## config.mk

```make
export PLATFORM = sky130hd
export DESIGN_NAME = pipe_mult
export DESIGN_NICKNAME = d
export VERILOG_FILES = /design/src/rtl/pipe_mult_pkg.sv /design/src/rtl/pipe_mult_stage.sv /design/src/rtl/pipe_mult.sv
export SDC_FILE = /design/constraint.sdc
export NUM_CORES = 2
export LEC_CHECK = 0
export BUFFER_PORTS_ARGS = -buffer_cell sky130_fd_sc_hd__buf_2
export CAP_MARGIN = 25
export CORE_ASPECT_RATIO = 0.7
export CORE_MARGIN = 3
export CORE_UTILIZATION = 60
export CTS_CLUSTER_SIZE = 16
export DETAILED_ROUTE_END_ITERATION = 6
export PLACE_DENSITY = 0.82
export SYNTH_ARGS = -nofsm -noshare
export SYNTH_HDL_FRONTEND = slang
export SYNTH_SLANG_ARGS = --single-unit
```

## constraint.sdc

```tcl
create_clock -name clk -period 8.8 [get_ports clk]
set_clock_uncertainty 0.2 [all_clocks]
set_input_delay 1.76 -clock clk [delete_from_list [all_inputs] [get_ports clk]]
set_output_delay 1.76 -clock clk [all_outputs]
set_load 0.01 [all_outputs]
```

## src/rtl/pipe_mult_pkg.sv

```systemverilog
// Shared definitions for the pipelined multiplier: operand mode encoding and
// the default product width / depth used by the FPU configurations.
package pipe_mult_pkg;

    typedef enum logic {
        MULT_UNSIGNED = 1'b0,
        MULT_SIGNED   = 1'b1
    } mult_mode_e;

    localparam int FPU32_WIDTHP = 64;
    localparam int FPU32_STAGES = 2;
    localparam int FPU64_WIDTHP = 128;
    localparam int FPU64_STAGES = 4;

    // Bit prepended to an operand before the signed multiply.
    function automatic logic ext_bit(input logic mode, input logic msb);
        return (mult_mode_e'(mode) == MULT_SIGNED) && msb;
    endfunction

endpackage

```

## src/rtl/pipe_mult_stage.sv

```systemverilog
// One pipeline slice: a valid bit plus a data register that loads together.
// Flush clears the valid bit only; the data register keeps its old contents.
module pipe_mult_stage #(
    parameter int W          = 8,
    parameter bit RESET_DATA = 1'b0
) (
    input  logic         clk,
    input  logic         rst_n,
    input  logic         flush,
    input  logic         load,
    input  logic         v_in,
    input  logic [W-1:0] d,
    output logic         v,
    output logic [W-1:0] q
);

    always_ff @(posedge clk or negedge rst_n) begin
        if (!rst_n) begin
            v <= 1'b0;
        end else if (flush) begin
            v <= 1'b0;
        end else if (load) begin
            v <= v_in;
        end
    end

    // Only the output slice has a reset value; inner slices stay reset-free.
    generate
        if (RESET_DATA) begin : g_rst
            always_ff @(posedge clk or negedge rst_n) begin
                if (!rst_n) begin
                    q <= '0;
                end else if (load && !flush) begin
                    q <= d;
                end
            end
        end else begin : g_norst
            always_ff @(posedge clk) begin
                if (load && !flush) begin
                    q <= d;
                end
            end
        end
    endgenerate

endmodule

```

## src/rtl/pipe_mult.sv

```systemverilog
// Pipelined signed/unsigned multiplier with valid/ready flow control, tag
// passthrough and flush. Stage 0 holds operands, stage 1 the product.
module pipe_mult
    import pipe_mult_pkg::*;
#(
    parameter int WIDTHA = 32,
    parameter int WIDTHB = 32,
    parameter int WIDTHP = FPU32_WIDTHP,
    parameter int STAGES = FPU32_STAGES,
    parameter int TAGW   = 4
) (
    input  logic              clk,
    input  logic              rst_n,
    input  logic              flush,
    input  logic              in_valid,
    output logic              in_ready,
    input  logic              in_signed,
    input  logic [WIDTHA-1:0] in_a,
    input  logic [WIDTHB-1:0] in_b,
    input  logic [TAGW-1:0]   in_tag,
    output logic              out_valid,
    input  logic              out_ready,
    output logic [WIDTHP-1:0] out_p,
    output logic [TAGW-1:0]   out_tag,
    output logic              busy
);

    // Handshake: a transfer happens on any rising edge where valid && ready;
    // valid never waits on ready, and ready here is combinational from out_ready.

    localparam int FULLW = WIDTHA + WIDTHB;
    localparam int OPW   = 1 + TAGW + WIDTHA + WIDTHB;
    localparam int PDW   = TAGW + WIDTHP;

    logic [STAGES-1:0] v;
    logic [STAGES-1:0] can_load;
    logic [OPW-1:0]    op_q;
    logic [PDW-1:0]    pd_in [1:STAGES-1];
    logic [PDW-1:0]    pd_q  [1:STAGES-1];

    logic              s0;
    logic [TAGW-1:0]   t0;
    logic [WIDTHA-1:0] a0;
    logic [WIDTHB-1:0] b0;
    logic signed [WIDTHA:0]  ae;
    logic signed [WIDTHB:0]  be;
    logic signed [FULLW-1:0] ax, bx, p_full;
    logic [WIDTHP-1:0] prod;

    // Stage k may load unless it and every stage after it are full and stalled.
    always_comb begin
        can_load = '0;
        for (int k = 0; k < STAGES; k++) begin
            logic [STAGES-1:0] low_mask;
            low_mask    = (STAGES'(1) << k) - STAGES'(1);
            can_load[k] = out_ready || !(&(v | low_mask));
        end
    end

    assign in_ready  = can_load[0];
    assign out_valid = v[STAGES-1];
    assign busy      = |v;
    assign {s0, t0, a0, b0} = op_q;

    always_comb begin
        ae     = $signed({ext_bit(s0, a0[WIDTHA-1]), a0});
        be     = $signed({ext_bit(s0, b0[WIDTHB-1]), b0});
        ax     = FULLW'(ae);
        bx     = FULLW'(be);
        p_full = ax * bx;
    end

    generate
        if (WIDTHP <= FULLW) begin : g_trunc
            assign prod = p_full[WIDTHP-1:0];
        end else begin : g_extend
            assign prod = (mult_mode_e'(s0) == MULT_SIGNED) ? WIDTHP'(p_full)
                                                            : WIDTHP'($unsigned(p_full));
        end
    endgenerate

    generate
        for (genvar k = 0; k < STAGES; k++) begin : g_stage
            if (k == 0) begin : g_op
                pipe_mult_stage #(.W(OPW), .RESET_DATA(1'b0)) u_stage (
                    .clk   (clk),
                    .rst_n (rst_n),
                    .flush (flush),
                    .load  (can_load[0]),
                    .v_in  (in_valid),
                    .d     ({in_signed, in_tag, in_a, in_b}),
                    .v     (v[0]),
                    .q     (op_q)
                );
            end else begin : g_pd
                if (k == 1) begin : g_first
                    assign pd_in[k] = {t0, prod};
                end else begin : g_delay
                    assign pd_in[k] = pd_q[k-1];
                end
                pipe_mult_stage #(.W(PDW), .RESET_DATA(k == STAGES - 1)) u_stage (
                    .clk   (clk),
                    .rst_n (rst_n),
                    .flush (flush),
                    .load  (can_load[k]),
                    .v_in  (v[k-1]),
                    .d     (pd_in[k]),
                    .v     (v[k]),
                    .q     (pd_q[k])
                );
            end
        end
    endgenerate

    assign {out_tag, out_p} = pd_q[STAGES-1];

endmodule
```

After elaboration in Yosys (flattened, before gate mapping) --
Index checks and enable logic that the tools add are counted.
Storage, ports and cells: flip-flop bits (word level) 139, bits of input ports 74, logic and storage cells 22
Cells by class: multipliers 1, muxes and demuxes 4, reduce and logical (&&, ||, !) cells 13
Operator list (number):
- $mul A33 B33 Y64 | 1
- $logic_and A1 B1 Y1 | 4
- $mux W1 | 4
- $reduce_bool A2 Y1 | 2
- $logic_not A1 Y1 | 3
- $logic_or A1 B1 Y1 | 2
- $reduce_and A2 Y1 | 1
- $reduce_or A2 Y1 | 1

Depth between registers and ports, before layout --
depth in word-level cells 5, gate-level depth with buffers 28, mapped depth without buffers 26

By module --
From an unflattened synthesis, not the netlist that was laid out.
Second synthesis, totals: cells, all modules 4369, area total of the unflattened synthesis 42630.9 sq um
Modules (own cells, without submodules):
- pipe_mult | instances 1, cells each 4148, area each 37826.3 sq um, sequential area each 0.0 sq um
- pipe_mult_stage (g_stage[1].g_pd.u_stage) | instances 1, cells each 148, area each 2687.6 sq um, sequential area each 1726.7 sq um
- pipe_mult_stage (g_stage[0].g_op.u_stage) | instances 1, cells each 73, area each 2117.0 sq um, sequential area each 2097.0 sq um

Least setup slack after synthesis --
OpenSTA, ideal clock, no wires.
path kind reg-to-reg, from register g_stage[0].g_op.u_stage.q[68], to register g_stage[1].g_pd.u_stage.q[59], setup time 136 ps, arrival time 7881 ps, data required time 8464 ps, setup slack 583 ps, stages on the path, launching flop included 25, path buffers 3, period minus slack after synthesis 8217 ps, cell sequence edfxtp_1 -> clkbuf_1 -> clkbuf_1 -> and3_1 -> fa_1 -> fa_1 -> fa_1 -> inv_1 -> fa_1 -> inv_1 -> fa_1 -> fa_1 -> inv_1 -> fa_1 -> fa_1 -> inv_1 -> ha_1 -> clkbuf_1 -> and3_1 -> nand2_1 -> or4_1 -> o221a_2 -> a21oi_1 -> or2_2 -> o211ai_1
Between the ends: word-level cells in the longest chain between the ends 2
RTL lines:
- from (decl) | RTL line pipe_mult_stage.sv:14 | output logic [W-1:0] q
- from (signal assigned) | RTL line pipe_mult_stage.sv:40 | q <= d;
- $logic_and A1 B1 Y1 | RTL line pipe_mult_pkg.sv:17 | return (mult_mode_e'(mode) == MULT_SIGNED) && msb;
- $mul A33 B33 Y64 * | RTL line pipe_mult.sv:70 | p_full = ax * bx;
- to (signal assigned) | RTL line pipe_mult_stage.sv:32 | q <= '0;
- to (signal assigned) | RTL line pipe_mult_stage.sv:34 | q <= d;
- to (decl) | RTL line pipe_mult_stage.sv:14
Every way passes the cells marked *; elsewhere a longest branch is shown, timed or not. A chain may end at the register's enable or synchronous reset.

Worst setup path after layout --
from register g_stage[0].g_op.u_stage.q[42], to register g_stage[1].g_pd.u_stage.q[55]
Between the ends: word-level cells in the longest chain between the ends 1
RTL lines (RTL line):
- $mul A33 B33 Y64 | pipe_mult.sv:70
Every way passes these cells.

==> out/results.md <==
| Step | Quantity | Reported |
|:---|:---|:---|
| cts | Inserted Clock Buffers | 17 |
| timing | Maximum achievable frequency | 0.1168 GHz |
| grt | Number of global-route vias before repair | 34,640 |
| cts | CTS tree | built |
| detailed routing | Highest routed layer | met5 |
| detailed routing | Met3 wirelength from detailed routing | 13,930 µm |
| cts | CTS HTree Levels | 4 |
| cts | Clock-pin slew on the worst setup and hold paths | 70 ps |
| cells and area | Fill cell total of the finished layout | 5,337 |
| timing | Sum of negative setup slack | 0 ps |
| detailed routing | Vias/cell | 5.753 |
| yosys | Compound-gate portion of the synthesized area | 4.519% |
| yosys | Fraction of the mapped netlist area in simple logic gates | 14.39% |
| run status | Run status | finished clean |
| cells and area | Layout cell share with drive strength beyond 1 | 7.831% |
| yosys | Share of Yosys cell area claimed by the top area cell type | 52.75% |
| worst setup path | Worst Path Arrival | 8760 ps |
| yosys | Number of flops mapped to enable cells by yosys | 69 |
| yosys | XOR/XNOR Fraction of Synth Area | 1.287% |
| cts | Longest Clk Path Bufs | 2 |
| yosys | Share of flip-flops with an asynchronous set or reset after synthesis | 50.36% |
| worst setup path | Required time at the worst-slack endpoint | 9000 ps |
| die | Horiz. Die Dim | 324.8 µm |
| yosys | Arithmetic-cell share of the synthesized area counting full adders, half adders and majority gates | 58.96% |
| cts | Cts hold-fix bufs | 0 |
| timing | Number of failing setup endpoints in the final timing report | 0 |
| cells and area | Area growth from synthesis to final layout | 6.951% |
| worst setup path | Reg-to-reg critical path startpoint | g_stage[0].g_op.u_stage.q[42] |
| grt | First-pass GRT wire length | 188,000 µm |
| cells and area | Area occupied by multi-input gates | 33,850 µm² |
| die | Top-level I/O count | 145 |
| yosys | Post-Synthesis Cells | 4,511 |
| timing | Min Clock Period, post-route | 8559 ps |
| worst setup path | Launching element type of the critical path | register |
| cts | Number of clock sinks | 139 |
| min path | Hold crit path type | reg2reg |
| yosys | Top post-synthesis cells by count | 1,125 x fa_1, 1,101 x inv_1, 831 x nand2_1 |
| placement | HPWL after DPL | 98,110 µm |
| detailed routing | Met2 Routed Length | 53,750 µm |
| placement | Port bufs | 144 |
| cts | Clk Latency, worst-skew pair | 520 ps |
| cells and area | Number of nets in the layout | 5,995 |
| timing | Max-slew violation count | 0 |
| yosys | Synthesis Warnings | 0 |
| die | Core Footprint | 70,130 µm² |
| grt | Overflow left after global routing | 0 |
| detailed routing | Remaining routing DRC violations | 0 |
| die | Starting utilization of the core area | 60.88% |
| yosys | Cell taking the most area after synthesis | fa_1 |
| detailed routing | Average wire per standard cell | 21.04 µm |
| yosys | Post-Syn Area per Cell | 9.465 µm² |
| detailed routing | Wire length on met1 | 42,990 µm |
| die | Die outline area | 74,440 µm² |
| die | Count of standard-cell rows | 81 |
| detailed routing | Antenna Nets Post-Route | 0 |
| yosys | Count of cell types in the netlist | 71 |
| grt | Tot GR Track Use | 32.72% |
| yosys | Sequential-to-total area share from yosys stat | 8.956% |
| cells and area | Footprint of the flip-flops and latches | 3824 µm² |
| worst setup path | First element of the critical path | g_stage[0].g_op.u_stage.q[42] |
| worst setup path | Worst Setup Path Type | reg2reg |
| yosys | Netlist area before placement | 42,690 µm² |
| yosys | Nets in the synthesized netlist | 5,922 |
| worst setup path | Endpoint type of the worst setup path | register |
| timing | Slew of the pin with the lowest slew margin | 1040 ps |
| min path | Hold path startpoint | g_stage[0].g_op.u_stage.q[67] |
| flow run | Number of maximum-capacitance constraint violations | 0 |
| detailed routing | Vias | 31,940 |
| detailed routing | Total detailed-routing wirelength | 116,800 µm |
| timing | Rel. slew slack | 30.66% |
| yosys | Largest family of logic cells by synthesized area | adder cells |
| timing | RSZ-0062 raised after global routing | no |
| cts | Clock root buffer master | clkbuf_16 |
| grt | Largest net degree at the start of global routing | 106 |
| grt | Antenna violations before repair | 6 |
| worst setup path | Worst Path Max Fanout | 18 |
| timing | Final Hold Viols | 0 |
| detailed routing | Initial DRC Count | 3,301 |
| yosys | Leading register cell type out of synthesis | dfrtp_1 |
| die | Die extent in y | 229.2 µm |
| yosys | Flip-flop and latch count after synthesis | 139 |
| detailed routing | Count of TritonRoute iterations in the first routing pass | 6 |
| yosys | Multiplexer area fraction after synthesis | 0.07326% |
| yosys | Top post-synthesis cells by area | fa_1 53%, inv_1 9.7%, nand2_1 7.3% |
| placement | Routability congestion estimate from global placement | 0.9873 |
| yosys | Library cell with the highest instance count after synthesis | fa_1 |
| timing | Final Cycle Share | 97.26% |
## per-stage QoR
| step | util (%) | std cells | hold WS, ps | area [µm²] | setup slack, ps |
|---|---|---|---|---|---|
| finish | 65.11 | 5552 | 250.4 | 45660 | 240.9 |
| detailed placement | 63.92 | 5505 | 228.4 | 44830 | 277.2 |
| CTS | 64.80 | 5537 | 249.0 | 45450 | 249.8 |
| floorplan | - | 4511 | 214.6 | 42690 | 583.4 |
| global placement | 63.88 | 5504 | 217.2 | 44800 | 417.8 |
| global route | 65.11 | 5551 | 264.2 | 45660 | 5.485 |
## final timing paths
path	to	slack (ps)	cells past startpoint
max in group asynchronous	g_stage[1].g_pd.u_stage.q[30]	6550	1
max	g_stage[1].g_pd.u_stage.q[55]	240	23
min reg2reg	g_stage[1].g_pd.u_stage.q[67]	250	2
min	g_stage[1].g_pd.u_stage.q[67]	250	2
min in group asynchronous	g_stage[1].g_pd.u_stage.v	1180	1
max reg2reg	g_stage[1].g_pd.u_stage.q[55]	240	23
## metal layers
layer / vias to the layer above / GRT usage [%]
met5: - / 0
met4: 4 / 15.05
met3: 380 / 8.514
met2: 2030 / 50.47
met1: 16340 / 43.99
li1: 13190 / -
## final cells by class
cell class	count	share of cell area [%]
clock inverters	14	0.3644
multi-input cells	3030	74.14
well taps	954	2.614
flip-flops and latches	139	8.374
clock buffers	18	0.9864
inverters	1101	9.075
repair buffers	295	4.444
diodes	1	0.005480
## state kept, by name, summed over array words and instances (netlist names)
signal,count
g_stage.g_pd.u_stage.q,68
g_stage.g_op.u_stage.q,69
g_stage.g_pd.u_stage.v,1
g_stage.g_op.u_stage.v,1
## what timing repair did
item | in CTS | in global routing
resized for setup | 0 | 7
setup buffers | 0 | 13
endpoints found under the setup margin | 0 | 10
## logic make-up after synthesis
logic type               count (synthesis)
flip-flops                             139
multiplexers                             3
AND/OR/NAND/NOR                       1342
adder cells (fa/ha/maj)               1337
AO/OA/AOI/OAI                          290
XOR/XNOR                                58
buffers and inverters                 1342
## critical path: stages, from the launching register on
cell	delay (ps)
edfxtp_1	1010
nand2_1	190
fa_1	600
inv_1	60
fa_1	530
inv_1	50
fa_1	480
fa_1	550
inv_1	50
fa_1	530
fa_1	450
fa_1	490
inv_1	50
fa_1	540
inv_1	70
ha_1	400
a21oi_1	100
o21ai_0	350
o22ai_1	210
o21ai_0	310
o2111ai_1	320
a211o_1	430
and4_1	220
a221o_1	270
## placed cells by master, fill, tap and decap left out, types with 10 or more instances in the layout
master | Yosys | final
buf_4 | 0 | 138
nand3_1 | 15 | 15
xnor2_1 | 45 | 45
fa_1 | 1125 | 1124
clkbuf_16 | 0 | 18
nand2_1 | 831 | 831
dfrtp_1 | 70 | 70
a21oi_1 | 80 | 78
o21ai_0 | 70 | 69
o21a_1 | 12 | 12
ha_1 | 212 | 212
and3_1 | 23 | 23
nand4_1 | 15 | 15
a21o_1 | 29 | 29
nor3_1 | 11 | 11
xor2_1 | 10 | 10
inv_1 | 1101 | 1098
buf_12 | 0 | 10
edfxtp_1 | 69 | 69
nor2_1 | 59 | 58
buf_2 | 2 | 143
a211oi_1 | 10 | 10
o211ai_1 | 13 | 13
o31ai_1 | 10 | 10
and2_1 | 355 | 355
Power is left out: the tool's default activity adds up to more than one toggle a clock period on the data nets, which glitch-free logic cannot reach.
